File: src/rtl/peripheral_gpio_apb4.sv
// APB slave GPIO block: per-pin direction, push-pull/open-drain drive, synchronised input, level/edge IRQ.
// Latency: register writes reach the pads right after the commit edge; pad input reaches irq_o after 4 edges.
// Backpressure: none; PREADY is tied high, so every transfer finishes in setup + access.
//
// Ports:
//   PCLK, PRESET            clock and synchronous active-high reset
//   PSEL..PSTRB, PWDATA     APB slave request (PSTRB = 0 suppresses a write)
//   PRDATA, PREADY, PSLVERR APB slave response
//   gpio_i                  asynchronous pad inputs
//   gpio_o, gpio_oe         pad output value and output enable
//   irq_o                   registered OR of the interrupt status register
//
// Register map (PADDR[2:0]; upper address bits must be zero):
//   0 MODE       0 = push-pull, 1 = open-drain
//   1 DIRECTION  1 = output
//   2 OUTPUT
//   3 INPUT      read-only, synchronised pad value
//   4 TR_TYPE    0 = level, 1 = edge
//   5 TR_POL     level: 1 = high-active; edge: 1 = rising, 0 = falling
//   6 IRQ_ENA
//   7 IRQ_STATUS read, write-1-to-clear

module peripheral_gpio_apb4 #(
    parameter int PADDR_SIZE = 10,
    parameter int PDATA_SIZE = 8
) (
    input  logic                  PCLK,
    input  logic                  PRESET,

    input  logic                  PSEL,
    input  logic                  PENABLE,
    input  logic [PADDR_SIZE-1:0] PADDR,
    input  logic                  PWRITE,
    input  logic                  PSTRB,
    input  logic [PDATA_SIZE-1:0] PWDATA,
    output logic [PDATA_SIZE-1:0] PRDATA,
    output logic                  PREADY,
    output logic                  PSLVERR,

    input  logic [PDATA_SIZE-1:0] gpio_i,
    output logic [PDATA_SIZE-1:0] gpio_o,
    output logic [PDATA_SIZE-1:0] gpio_oe,

    output logic                  irq_o
);

    localparam logic [2:0] ADDR_MODE       = 3'd0;
    localparam logic [2:0] ADDR_DIRECTION  = 3'd1;
    localparam logic [2:0] ADDR_OUTPUT     = 3'd2;
    localparam logic [2:0] ADDR_INPUT      = 3'd3;
    localparam logic [2:0] ADDR_TR_TYPE    = 3'd4;
    localparam logic [2:0] ADDR_TR_POL     = 3'd5;
    localparam logic [2:0] ADDR_IRQ_ENA    = 3'd6;
    localparam logic [2:0] ADDR_IRQ_STATUS = 3'd7;

    // Software-visible state, kept together so reset clears it in one go.
    typedef struct packed {
        logic [PDATA_SIZE-1:0] mode;
        logic [PDATA_SIZE-1:0] direction;
        logic [PDATA_SIZE-1:0] output_r;
        logic [PDATA_SIZE-1:0] tr_type;
        logic [PDATA_SIZE-1:0] tr_pol;
        logic [PDATA_SIZE-1:0] irq_ena;
        logic [PDATA_SIZE-1:0] irq_status;
    } gpio_regs_t;

    gpio_regs_t            regs;

    logic [PDATA_SIZE-1:0] sync1;
    logic [PDATA_SIZE-1:0] sync2;
    logic [PDATA_SIZE-1:0] prev;

    logic [2:0]            reg_addr;
    logic                  access_phase;
    logic                  addr_hi_err;
    logic                  wr_ro_err;
    logic                  acc_err;
    logic                  reg_we;
    logic                  rd_sel;

    logic [PDATA_SIZE-1:0] w1c_mask;
    logic [PDATA_SIZE-1:0] level_hit;
    logic [PDATA_SIZE-1:0] rise;
    logic [PDATA_SIZE-1:0] fall;
    logic [PDATA_SIZE-1:0] edge_hit;
    logic [PDATA_SIZE-1:0] trig;
    logic [PDATA_SIZE-1:0] status_nxt;

    // ------------------------------------------------------------------
    // APB decode
    // ------------------------------------------------------------------
    assign reg_addr     = PADDR[2:0];
    assign access_phase = PSEL & PENABLE;
    assign addr_hi_err  = |PADDR[PADDR_SIZE-1:3];
    assign wr_ro_err    = PWRITE & (reg_addr == ADDR_INPUT);
    assign acc_err      = addr_hi_err | wr_ro_err;

    // Errored or strobe-less writes leave every register untouched.
    assign reg_we  = access_phase & PWRITE & PSTRB & ~acc_err;

    assign PREADY  = 1'b1;
    assign PSLVERR = access_phase & acc_err;

    // Read data is valid through both setup and access phases.
    assign rd_sel  = PSEL & ~PWRITE & ~addr_hi_err;

    always_comb begin
        PRDATA = '0;
        if (rd_sel) begin
            case (reg_addr)
                ADDR_MODE:       PRDATA = regs.mode;
                ADDR_DIRECTION:  PRDATA = regs.direction;
                ADDR_OUTPUT:     PRDATA = regs.output_r;
                ADDR_INPUT:      PRDATA = sync2;
                ADDR_TR_TYPE:    PRDATA = regs.tr_type;
                ADDR_TR_POL:     PRDATA = regs.tr_pol;
                ADDR_IRQ_ENA:    PRDATA = regs.irq_ena;
                ADDR_IRQ_STATUS: PRDATA = regs.irq_status;
                default:         PRDATA = '0;
            endcase
        end
    end

    // ------------------------------------------------------------------
    // Pad drive: open-drain pins never drive high, they release instead.
    // ------------------------------------------------------------------
    assign gpio_o  = regs.output_r & ~regs.mode;
    assign gpio_oe = regs.direction & ~(regs.mode & regs.output_r);

    // ------------------------------------------------------------------
    // Interrupt triggers
    // ------------------------------------------------------------------
    assign level_hit = ~(sync2 ^ regs.tr_pol);
    assign rise      = sync2 & ~prev;
    assign fall      = ~sync2 & prev;
    assign edge_hit  = (regs.tr_pol & rise) | (~regs.tr_pol & fall);
    assign trig      = regs.irq_ena & ((~regs.tr_type & level_hit) | (regs.tr_type & edge_hit));

    assign w1c_mask  = (reg_we && (reg_addr == ADDR_IRQ_STATUS)) ? PWDATA : '0;

    // A trigger in the same cycle as a clear keeps the bit set.
    assign status_nxt = (regs.irq_status & ~w1c_mask) | trig;

    // ------------------------------------------------------------------
    // Register file
    // ------------------------------------------------------------------
    always_ff @(posedge PCLK) begin
        if (PRESET) begin
            regs <= '0;
        end else begin
            if (reg_we) begin
                case (reg_addr)
                    ADDR_MODE:      regs.mode      <= PWDATA;
                    ADDR_DIRECTION: regs.direction <= PWDATA;
                    ADDR_OUTPUT:    regs.output_r  <= PWDATA;
                    ADDR_TR_TYPE:   regs.tr_type   <= PWDATA;
                    ADDR_TR_POL:    regs.tr_pol    <= PWDATA;
                    ADDR_IRQ_ENA:   regs.irq_ena   <= PWDATA;
                    default:        ;
                endcase
            end
            regs.irq_status <= status_nxt;
        end
    end

    // ------------------------------------------------------------------
    // Input synchroniser and edge history
    // ------------------------------------------------------------------
    always_ff @(posedge PCLK) begin
        if (PRESET) begin
            sync1 <= '0;
            sync2 <= '0;
            prev  <= '0;
        end else begin
            sync1 <= gpio_i;
            sync2 <= sync1;
            prev  <= sync2;
        end
    end

    // ------------------------------------------------------------------
    // Interrupt output, one cycle behind the status register
    // ------------------------------------------------------------------
    always_ff @(posedge PCLK) begin
        if (PRESET) begin
            irq_o <= 1'b0;
        end else begin
            irq_o <= |regs.irq_status;
        end
    end

endmodule

File: config.mk
export PLATFORM = sky130hd
export DESIGN_NAME = peripheral_gpio_apb4
export DESIGN_NICKNAME = d
export VERILOG_FILES = /design/src/rtl/peripheral_gpio_apb4.sv
export SDC_FILE = /design/constraint.sdc
export NUM_CORES = 1
export LEC_CHECK = 0
export BUFFER_PORTS_ARGS = -buffer_cell sky130_fd_sc_hd__buf_4
export CORE_ASPECT_RATIO = 1.4
export CORE_MARGIN = 4
export CORE_UTILIZATION = 60
export DETAILED_ROUTE_END_ITERATION = 10
export PLACE_DENSITY = 0.84
export REMOVE_ABC_BUFFERS = 1
export SETUP_SLACK_MARGIN = 0.05
export SYNTH_ARGS = -nofsm -noshare
export SYNTH_HDL_FRONTEND = slang
export SYNTH_SLANG_ARGS = --single-unit
File: constraint.sdc
create_clock -name PCLK -period 4.77 [get_ports PCLK]
set_input_delay 0.954 -clock PCLK [delete_from_list [all_inputs] [get_ports PCLK]]
set_output_delay 0.954 -clock PCLK [all_outputs]
set_load 0.005 [all_outputs]
==> Word level (Yosys, flattened, before mapping) <==
Cells that the tools add are included.
W data, S select, Z words.
{ "op_classes": {"n_eq_ne": 7, "muxes": 3, "bitwise_logic": 35, "reduce_logical": 10} }
{ "op_table": {"columns": ["op", "n"], "rows": [
  ["$and A8 B8 Y8", 11],
  ["$not A8 Y8", 8],
  ["$pmux W8 S8", 1],
  ["$or A8 B8 Y8", 3],
  ["$mux W8", 2],
  ["$eq A3 B3 Y1 const B", 4],
  ["$reduce_and A2 Y1", 6],
  ["$and A1 B1 Y1", 8],
  ["$reduce_or A8 Y1", 1],
  ["$xor A8 B8 Y8", 1],
  ["$reduce_or A7 Y1", 1],
  ["$eq A3 B2 Y1 const B", 2],
  ["$eq A3 B1 Y1 const B", 1],
  ["$logic_not A3 Y1", 1],
  ["$not A1 Y1", 3],
  ["$logic_and A1 B1 Y1", 1],
  ["$or A1 B1 Y1", 1]
]} }
{ "totals": {"regBits": 81, "inputBits": 32, "output_inout_bits": 27, "elab_cells": 66} }

==> Logic depth before layout (Yosys ltp) <==
Gate-level depths: netlist (run 1).
{ "depth": {"depth_word": 10, "ltp_mapped": 6, "mapped_depth_nobuf": 4} }

==> Least setup slack after synthesis (run 1) <==
OpenSTA, ideal clock, no wires.
{ "synth_path": {"path_type": "input port to output port", "startpoint": "input PADDR[5]", "endpoint": "output PRDATA[5]", "arrival_time_ns": 2.074, "t_required_ns": 3.816, "setup_slack_ns": 1.742, "stages": 5, "path_buffers": 1, "cell_sequence": "nor4_4 -> and4b_1 -> buf_2 -> o21ai_0 -> a31oi_1"} }
{ "synth_between": {"elab_chain_cells": 4} }
{ "synth_rtl": {"columns": ["element", "line_no", "rtl"], "rows": [
  ["start: declaration", "32", "input logic [PADDR_SIZE-1:0] PADDR,"],
  ["$reduce_or A7 Y1", "94", "assign addr_hi_err = |PADDR[PADDR_SIZE-1:3];"],
  ["$not A1 Y1", "105", "assign rd_sel = PSEL & ~PWRITE & ~addr_hi_err;"],
  ["$and A1 B1 Y1", "105", null],
  ["$mux W8", "109", "if (rd_sel) begin"],
  ["end: declaration", "36", "output logic [PDATA_SIZE-1:0] PRDATA,"]
]} }
Every way passes these cells.

==> Final worst setup path (run 1) <==
{ "layout_path": {"startpoint": "input PADDR[4]", "endpoint": "output PRDATA[5]"} }
The elaborated chain is that of the path after synthesis.

==> results of run 1 <==
logic make-up after synthesis:
| family | synth area share, % |
|---|---|
| AO/OA/AOI/OAI | 11.9 |
| buffers and inverters | 3.23 |
| AND/OR/NAND/NOR | 23.1 |
| multiplexers | 18.1 |
| other | 0.101 |
| flip-flops | 43.6 |
routing by layer:
metal  track usage [%]  vias to the layer above  share of wire [%]
met2              41.3                      112                 49
met3              5.16                       27                6.9
met1              32.4                     1498                 41
met5                 0                        -                  0
li1                  -                     1513                  -
met4              11.2                        0                3.1
power by group through the flow:
stage	logic (mW)	clock network, mW	registers, mW
6_report	0.0856	0.605	0.688
5_1_grt	0.0932	0.640	0.689
4_1_cts	0.0851	0.606	0.688
3_5_place_dp	0.0845	0	0.704
3_3_place_gp	0.0827	0	0.704
2_1_floorplan	0.0278	0	0.702
stage by stage:
step           cell area, um2  total power, mW  hold WS [ps]
2_1_floorplan            3610            0.730           414
3_3_place_gp             4130            0.787           418
3_5_place_dp             4130            0.788           428
4_1_cts                  4380             1.38           448
5_1_grt                  4380             1.42           460
6_report                 4380             1.38           444
cell usage in the layout, fill, tap and decap left out, types with 9 or more instances in the layout:
cell type | Yosys | layout
nor3_1 | 9 | 9
nand2_1 | 22 | 22
nor2b_1 | 42 | 42
o21ai_0 | 30 | 30
clkbuf_8 | 0 | 9
mux2i_1 | 57 | 57
buf_4 | 1 | 58
nor2_1 | 63 | 63
dfxtp_1 | 81 | 81
a21oi_1 | 16 | 16
flip-flops by register name, summed over array words and instances, names as in the netlist:
signal,count
sync1,8
prev,8
irq_o,1
sync2,8
regs,56
area by class of cell:
cell class	count	area, um2
Multi-Input combinational cell	298	1980
Inverter	3	11.3
Tap cell	70	87.6
Clock inverter	6	116
Fill cell	465	1570
Sequential cell	81	1620
Timing Repair Buffer	58	435
Clock buffer	10	128
critical path, cell delays in order:
cell and delay, ps:
buf_4 110, nor3_2 620, and4b_1 640, o21ai_0 180, a31oi_1 200, buf_4 140
path summary, 6_finish.rpt:
| path | endpoint | startpoint | cells after the start | slack (ps) |
|---|---|---|---|---|
| hold reg to reg | sync2[4] | sync1[4] | 1 | 440 |
| hold / removal | sync2[4] | sync1[4] | 1 | 440 |
| setup / recovery | PRDATA[5] | PADDR[4] | 6 | 960 |
| setup reg to reg | regs[6] | regs[30] | 4 | 3780 |
==> impl_results.html, run 1 <==
<table>
<tr><th>Metric</th><th>Value</th></tr>
<tr><th colspan="2">Run status</th></tr>
<tr><td>Result of the run</td><td>finished, final reports clean</td></tr>
<tr><th colspan="2">Layout</th></tr>
<tr><td>Fraction of layout instances using a drive strength above 1</td><td>19.7%</td></tr>
<tr><td>ANT cells</td><td>0</td></tr>
<tr><td>Utilization after layout</td><td>between 70% and 80%</td></tr>
<tr><td>Final Net Count</td><td>483</td></tr>
<tr><td>Post-route insts no fill</td><td>526</td></tr>
<tr><td>Area growth, synth to finish</td><td>17.7%</td></tr>
<tr><th colspan="2">Clocking</th></tr>
<tr><td>Number of levels the H-tree was split into</td><td>3</td></tr>
<tr><td>Number of sinks handled by clock tree synthesis</td><td>81</td></tr>
<tr><td>TritonCTS clock tree</td><td>yes</td></tr>
<tr><td>Clock transition at path regs</td><td>80 ps</td></tr>
<tr><td>Clock root buffer</td><td>clkbuf_8</td></tr>
<tr><td>CTS Hold Bufs</td><td>0</td></tr>
<tr><td>Setup Fix Bufs, Post-CTS</td><td>0</td></tr>
<tr><td>Maximum count of clock buffers along a single path</td><td>2</td></tr>
<tr><td>Source-to-sink clock delay at the later pin of the worst-skew pair</td><td>~360 ps</td></tr>
<tr><td>Inserted Clock Buffers</td><td>9</td></tr>
<tr><td>CTS-repair resized insts</td><td>0</td></tr>
<tr><th colspan="2">STA</th></tr>
<tr><td>Final number of hold-violating endpoints</td><td>0</td></tr>
<tr><td>Worst slew margin</td><td>approximately two fifths</td></tr>
<tr><td>Final critical-path required period</td><td>3810 ps</td></tr>
<tr><td>Count of pins over their slew limit</td><td>0</td></tr>
<tr><td>Worst path setup slack after routing</td><td>962 ps</td></tr>
<tr><td>Layout Skew</td><td>~6.8 ps</td></tr>
<tr><td>Final period utilization</td><td>between 70 and 80%</td></tr>
<tr><td>Setup-violating endpoint count in the final report</td><td>0</td></tr>
<tr><td>Setup repair after global routing missed its margin</td><td>false</td></tr>
<tr><td>Actual transition at the worst max-transition pin</td><td>875 ps</td></tr>
<tr><td>Setup Total Neg Slack</td><td>0 ps</td></tr>
<tr><td>Timing-limited maximum frequency</td><td>263 MHz</td></tr>
<tr><th colspan="2">Synth</th></tr>
<tr><td>Syn avg cell area</td><td>9.16 um2</td></tr>
<tr><td>Most instantiated cells after synthesis</td><td>dfxtp_1 (81), nor2_1 (63), mux2i_1 (57)</td></tr>
<tr><td>Sequential area share after synthesis</td><td>approximately 44%</td></tr>
<tr><td>Area share of the largest cell type after synthesis</td><td>43.6%</td></tr>
<tr><td>Total number of yosys warnings</td><td>0</td></tr>
<tr><td>Most area-consuming cells after synthesis</td><td>dfxtp_1 (44%), mux2i_1 (15%), nor2b_1 (7.1%)</td></tr>
<tr><td>Async S/R FF share, synth</td><td>0%</td></tr>
<tr><td>Number of unique standard cell types used by synthesis</td><td>40</td></tr>
<tr><td>Number of enable flip-flop cells after synthesis</td><td>0</td></tr>
<tr><td>Cell with the most instances after synthesis</td><td>dfxtp_1</td></tr>
<tr><td>Commonest register cell after synthesis</td><td>dfxtp_1</td></tr>
<tr><td>Mapped Cells</td><td>~410</td></tr>
<tr><td>Netlist area before placement</td><td>around 3700 um2</td></tr>
<tr><td>Largest area contributor in the synthesized netlist</td><td>dfxtp_1</td></tr>
<tr><td>Yosys reg bits</td><td>slightly above 80</td></tr>
<tr><th colspan="2">Worst setup path</th></tr>
<tr><td>Highest fanout seen on the critical path</td><td>9</td></tr>
<tr><td>Kind of critical path</td><td>input port to output pin</td></tr>
<tr><td>Required time worst endpoint</td><td>3820 ps</td></tr>
<tr><td>Type of element capturing the critical path</td><td>output pin</td></tr>
<tr><td>Worst EP arrival</td><td>2850 ps</td></tr>
<tr><td>Critical path startpoint category</td><td>input port</td></tr>
<tr><th colspan="2">Placed design</th></tr>
<tr><td>Cell count after placement</td><td>510</td></tr>
<tr><td>I/O Buffers</td><td>57</td></tr>
<tr><td>Post-place setup slack</td><td>1040 ps</td></tr>
<tr><td>Sum of net half-perimeters after detailed placement</td><td>5910 um</td></tr>
<tr><td>Final weighted congestion of routability-driven global placement</td><td>0.803</td></tr>
<tr><th colspan="2">Global routing</th></tr>
<tr><td>Remaining global-route overflow</td><td>0</td></tr>
<tr><td>Global-route wire length before repair</td><td>14,500 um</td></tr>
<tr><td>Aggregate global-route resource usage</td><td>between 20% and 30%</td></tr>
<tr><td>Number of global-route vias before repair</td><td>2,931</td></tr>
<tr><td>Number of antenna violations at the first check in global routing</td><td>0</td></tr>
<tr><td>Maximum number of pins on one net before global-route repair</td><td>61</td></tr>
<tr><th colspan="2">Die</th></tr>
<tr><td>Die outline width</td><td>74.5 um</td></tr>
<tr><td>Die Y</td><td>101 um</td></tr>
<tr><td>Number of placement rows</td><td>33</td></tr>
<tr><td>Die Area</td><td>7540 um2</td></tr>
<tr><td>Area of the placeable core</td><td>5950 um2</td></tr>
<tr><td>Count of boundary I/O pins</td><td>59</td></tr>
<tr><td>Starting density of the core</td><td>62.5%</td></tr>
<tr><th colspan="2">Routing</th></tr>
<tr><td>Wire length per cell after detailed routing</td><td>roughly 17 um</td></tr>
<tr><td>Via total after detailed routing</td><td>3,150</td></tr>
<tr><td>Final ANT Viol Nets</td><td>0</td></tr>
<tr><td>Number of design rule violations left after detail routing</td><td>0</td></tr>
<tr><td>Vias per cell</td><td>5.99</td></tr>
<tr><td>Detailed Routing Iterations Pass 1</td><td>4</td></tr>
<tr><td>Total Wirelength</td><td>9120 um</td></tr>
<tr><td>Number of DRC markers in iteration 0</td><td>228</td></tr>
<tr><th colspan="2">Pwr</th></tr>
<tr><td>Worst VDD drop</td><td>0.233 mV</td></tr>
<tr><td>Part of the total power dissipated in the clock network</td><td>between 40% and 50%</td></tr>
<tr><td>Share of total power consumed by net switching</td><td>22.5%</td></tr>
<tr><td>Share of total power in combinational logic</td><td>6.2%</td></tr>
<tr><td>Leak Pwr</td><td>just over 2 nW</td></tr>
<tr><td>Pwr/cell area</td><td>315 nW/um2</td></tr>
<tr><td>Internal power</td><td>~1.1 mW</td></tr>
<tr><td>Net Sw Power</td><td>310 uW</td></tr>
<tr><td>Relative contribution of sequential cells to total power</td><td>49.9%</td></tr>
<tr><th colspan="2">Worst hold path</th></tr>
<tr><td>Path class of the lowest-slack min-delay path</td><td>register to register</td></tr>
<tr><th colspan="2">Flow run</th></tr>
<tr><td>Max-cap check violation count</td><td>0</td></tr>
</table>
Note: power is estimated with default switching activity, not from simulation.
==> inputs of run 2 (changes only) <==
- CORE_UTILIZATION: 60 -> 56
- PLACE_DENSITY: 0.84 -> 0.79
- clock period: 4.77 -> 3.9 ns (I/O delays scaled with it)
==> run 2 against run 1 <==
Against the previous run: highest routed layer unchanged; first-iteration DRC count is 10% lower; sequential cell count stayed put; final cell count up 0.95%.
==> impl_results.html, run 2 (same netlist as run 1, synthesis figures left out) <==
<table>
<tr><th>Metric</th><th>Value</th></tr>
<tr><th colspan="2">Run status</th></tr>
<tr><td>Result of the run</td><td>finished, final reports clean</td></tr>
<tr><th colspan="2">Placed design</th></tr>
<tr><td>Final weighted congestion of routability-driven global placement</td><td>between 0.7 and 0.8</td></tr>
<tr><td>Sum of net half-perimeters after detailed placement</td><td>roughly 5800 um</td></tr>
<tr><td>Post-place setup slack</td><td>802 ps</td></tr>
<tr><td>I/O Buffers</td><td>57</td></tr>
<tr><td>Cell count after placement</td><td>515</td></tr>
<tr><td>Instance area at placement</td><td>4160 um2</td></tr>
<tr><th colspan="2">Worst setup path</th></tr>
<tr><td>Required time worst endpoint</td><td>3120 ps</td></tr>
<tr><td>Worst setup slack for register-to-register paths</td><td>between 2000 and 3000 ps</td></tr>
<tr><td>Worst reg2reg path startpoint</td><td>regs[27]</td></tr>
<tr><td>Capture instance of the worst register-to-register path</td><td>regs[3]</td></tr>
<tr><td>Critical path buffers and inverters</td><td>3</td></tr>
<tr><td>Largest stage delay, worst path</td><td>roughly 470 ps</td></tr>
<tr><td>Sequence of cells on the critical path</td><td>buf_4 -&gt; nor4_4 -&gt; buf_4 -&gt; and4b_1 -&gt; o21ai_0 -&gt; a31oi_1 -&gt; buf_4</td></tr>
<tr><td>Highest fanout seen on the critical path</td><td>9</td></tr>
<tr><td>Critical path startpoint category</td><td>input port</td></tr>
<tr><td>Worst EP arrival</td><td>2320 ps</td></tr>
<tr><td>Type of element capturing the critical path</td><td>output pin</td></tr>
<tr><td>Slowest library cell on the worst path</td><td>and4b_1</td></tr>
<tr><td>Kind of critical path</td><td>input port to output pin</td></tr>
<tr><td>Most numerous cell on the critical path</td><td>buf_4</td></tr>
<tr><td>Reg2reg path depth</td><td>4</td></tr>
<tr><td>Cell family with most CP delay</td><td>simple AND/OR/NAND/NOR gates</td></tr>
<tr><th colspan="2">Global routing</th></tr>
<tr><td>Aggregate global-route resource usage</td><td>23.0%</td></tr>
<tr><td>Number of antenna violations at the first check in global routing</td><td>0</td></tr>
<tr><td>Number of global-route vias before repair</td><td>roughly 3.0k</td></tr>
<tr><td>Global-route wire length before repair</td><td>14,800 um</td></tr>
<tr><td>Maximum number of pins on one net before global-route repair</td><td>a little over 50</td></tr>
<tr><td>Remaining global-route overflow</td><td>0</td></tr>
<tr><th colspan="2">Layout</th></tr>
<tr><td>Area of combinational cells with multiple inputs</td><td>approximately 2000 um2</td></tr>
<tr><td>Total area of sequential cells</td><td>1620 um2</td></tr>
<tr><td>Final Net Count</td><td>486</td></tr>
<tr><td>Register with the most flip-flops</td><td>regs</td></tr>
<tr><td>ANT cells</td><td>0</td></tr>
<tr><td>Area growth, synth to finish</td><td>17.5%</td></tr>
<tr><td>Post-route insts no fill</td><td>531</td></tr>
<tr><td>Leading cell types in the layout, fill and taps excluded</td><td>dfxtp_1 (81), nor2_1 (63), buf_4 (61), mux2i_1 (57), nor2b_1 (42)</td></tr>
<tr><td>Max FFs per register</td><td>56</td></tr>
<tr><td>Most common cell after layout, fill and taps aside</td><td>dfxtp_1</td></tr>
<tr><td>Fraction of layout instances using a drive strength above 1</td><td>between 20% and 30%</td></tr>
<tr><td>Number of inserted filler cells in the final layout</td><td>roughly 520</td></tr>
<tr><td>Post-layout instance area</td><td>4370 um2</td></tr>
<tr><th colspan="2">STA</th></tr>
<tr><td>Worst path setup slack after routing</td><td>800 ps</td></tr>
<tr><td>Final critical-path required period</td><td>3100 ps</td></tr>
<tr><td>Worst slew margin</td><td>48.5%</td></tr>
<tr><td>Count of pins over their slew limit</td><td>0</td></tr>
<tr><td>Final period utilization</td><td>79.5%</td></tr>
<tr><td>Layout Skew</td><td>9.85 ps</td></tr>
<tr><td>Final number of hold-violating endpoints</td><td>0</td></tr>
<tr><td>Timing-limited maximum frequency</td><td>323 MHz</td></tr>
<tr><td>Setup-violating endpoint count in the final report</td><td>0</td></tr>
<tr><td>Setup repair after global routing missed its margin</td><td>false</td></tr>
<tr><td>Actual transition at the worst max-transition pin</td><td>~760 ps</td></tr>
<tr><td>Setup Total Neg Slack</td><td>0 ps</td></tr>
<tr><th colspan="2">Pwr</th></tr>
<tr><td>Leak Pwr</td><td>2.04 nW</td></tr>
<tr><td>Pwr/cell area</td><td>approximately 370 nW/um2</td></tr>
<tr><td>Design Power</td><td>~1.6 mW</td></tr>
<tr><td>Worst VDD drop</td><td>0.296 mV</td></tr>
<tr><th colspan="2">Flow run</th></tr>
<tr><td>Max-cap check violation count</td><td>0</td></tr>
<tr><th colspan="2">Die</th></tr>
<tr><td>Number of placement rows</td><td>34</td></tr>
<tr><td>Area of the placeable core</td><td>roughly 6300 um2</td></tr>
<tr><td>Die Y</td><td>around 100 um</td></tr>
<tr><td>Die Area</td><td>around 8000 um2</td></tr>
<tr><td>Count of boundary I/O pins</td><td>59</td></tr>
<tr><td>Die outline width</td><td>between 70 and 80 um</td></tr>
<tr><td>Starting density of the core</td><td>58.6%</td></tr>
<tr><th colspan="2">Clocking</th></tr>
<tr><td>CTS Hold Bufs</td><td>0</td></tr>
<tr><td>Clock root buffer</td><td>clkbuf_8</td></tr>
<tr><td>Inserted Clock Buffers</td><td>9</td></tr>
<tr><td>TritonCTS clock tree</td><td>yes</td></tr>
<tr><td>Clock transition at path regs</td><td>80 ps</td></tr>
<tr><td>Source-to-sink clock delay at the later pin of the worst-skew pair</td><td>350 ps</td></tr>
<tr><td>Setup Fix Bufs, Post-CTS</td><td>0</td></tr>
<tr><td>Maximum count of clock buffers along a single path</td><td>2</td></tr>
<tr><td>Number of levels the H-tree was split into</td><td>3</td></tr>
<tr><td>Number of sinks handled by clock tree synthesis</td><td>~80</td></tr>
<tr><td>CTS-repair resized insts</td><td>0</td></tr>
<tr><th colspan="2">Routing</th></tr>
<tr><td>Via total after detailed routing</td><td>3,078</td></tr>
<tr><td>Number of DRC markers in iteration 0</td><td>205</td></tr>
<tr><td>Vias per cell</td><td>a little under 6</td></tr>
<tr><td>Detailed Routing Iterations Pass 1</td><td>5</td></tr>
<tr><td>Wire length per cell after detailed routing</td><td>between 15 and 20 um</td></tr>
<tr><td>Total Wirelength</td><td>8870 um</td></tr>
<tr><td>Final ANT Viol Nets</td><td>0</td></tr>
<tr><td>Number of design rule violations left after detail routing</td><td>0</td></tr>
<tr><th colspan="2">Worst hold path</th></tr>
<tr><td>Hold Path Origin</td><td>sync1[6]</td></tr>
<tr><td>Worst min-delay path endpoint</td><td>sync2[6]</td></tr>
<tr><td>Path class of the lowest-slack min-delay path</td><td>register to register</td></tr>
<tr><td>Number of cells on the worst hold path</td><td>1</td></tr>
</table>
run 2: metal layers:
metal / wire [um] / part of all wire, % / GRT usage (%) / vias to the layer above
met1: 3670 / 41 / 29.4 / 1463
met2: 4530 / 51 / 38.3 / 84
li1: - / - / - / 1518
met4: 119 / 1.3 / 7.51 / 0
met5: 0 / 0 / 0 / -
met3: 553 / 6.2 / 5.03 / 13
run 2: worst max path at each step:
stage / from / to / slack [ps] / cells after the start
5_1_grt: PADDR[5] / PRDATA[2] / 660 / 7
3_5_place_dp: PADDR[5] / PRDATA[5] / 800 / 7
6_report: PADDR[5] / PRDATA[5] / 800 / 7
4_1_cts: PADDR[5] / PRDATA[0] / 790 / 7
3_3_place_gp: PADDR[5] / PRDATA[2] / 830 / 7
2_1_floorplan: PADDR[5] / PRDATA[5] / 1220 / 4
run 2: where the power goes:
group	internal (mW)	switching [mW]	total [mW]	leakage (nW)
combinational	0.0440	0.0616	0.106	1.29
sequential	0.836	0.00559	0.842	0.656
clock	0.360	0.299	0.659	0.0995
total	1.24	0.366	1.61	2.04
run 2: area by class of cell:
cell class	count	share of cell area, %
sequential	81	37.1
clock buffer	11	3.01
clock inverter	5	1.83
multi-input combinational	298	45.2
tap	72	2.06
timing repair buffer	61	10.5
inverter	3	0.258
run 2: metrics by stage:
stage	util [%]	hold WS [ps]
final	68.9	443
after global routing	68.9	456
after CTS	68.9	449
after detailed placement	65.6	428
after global placement	65.6	416
after floorplan	-	414
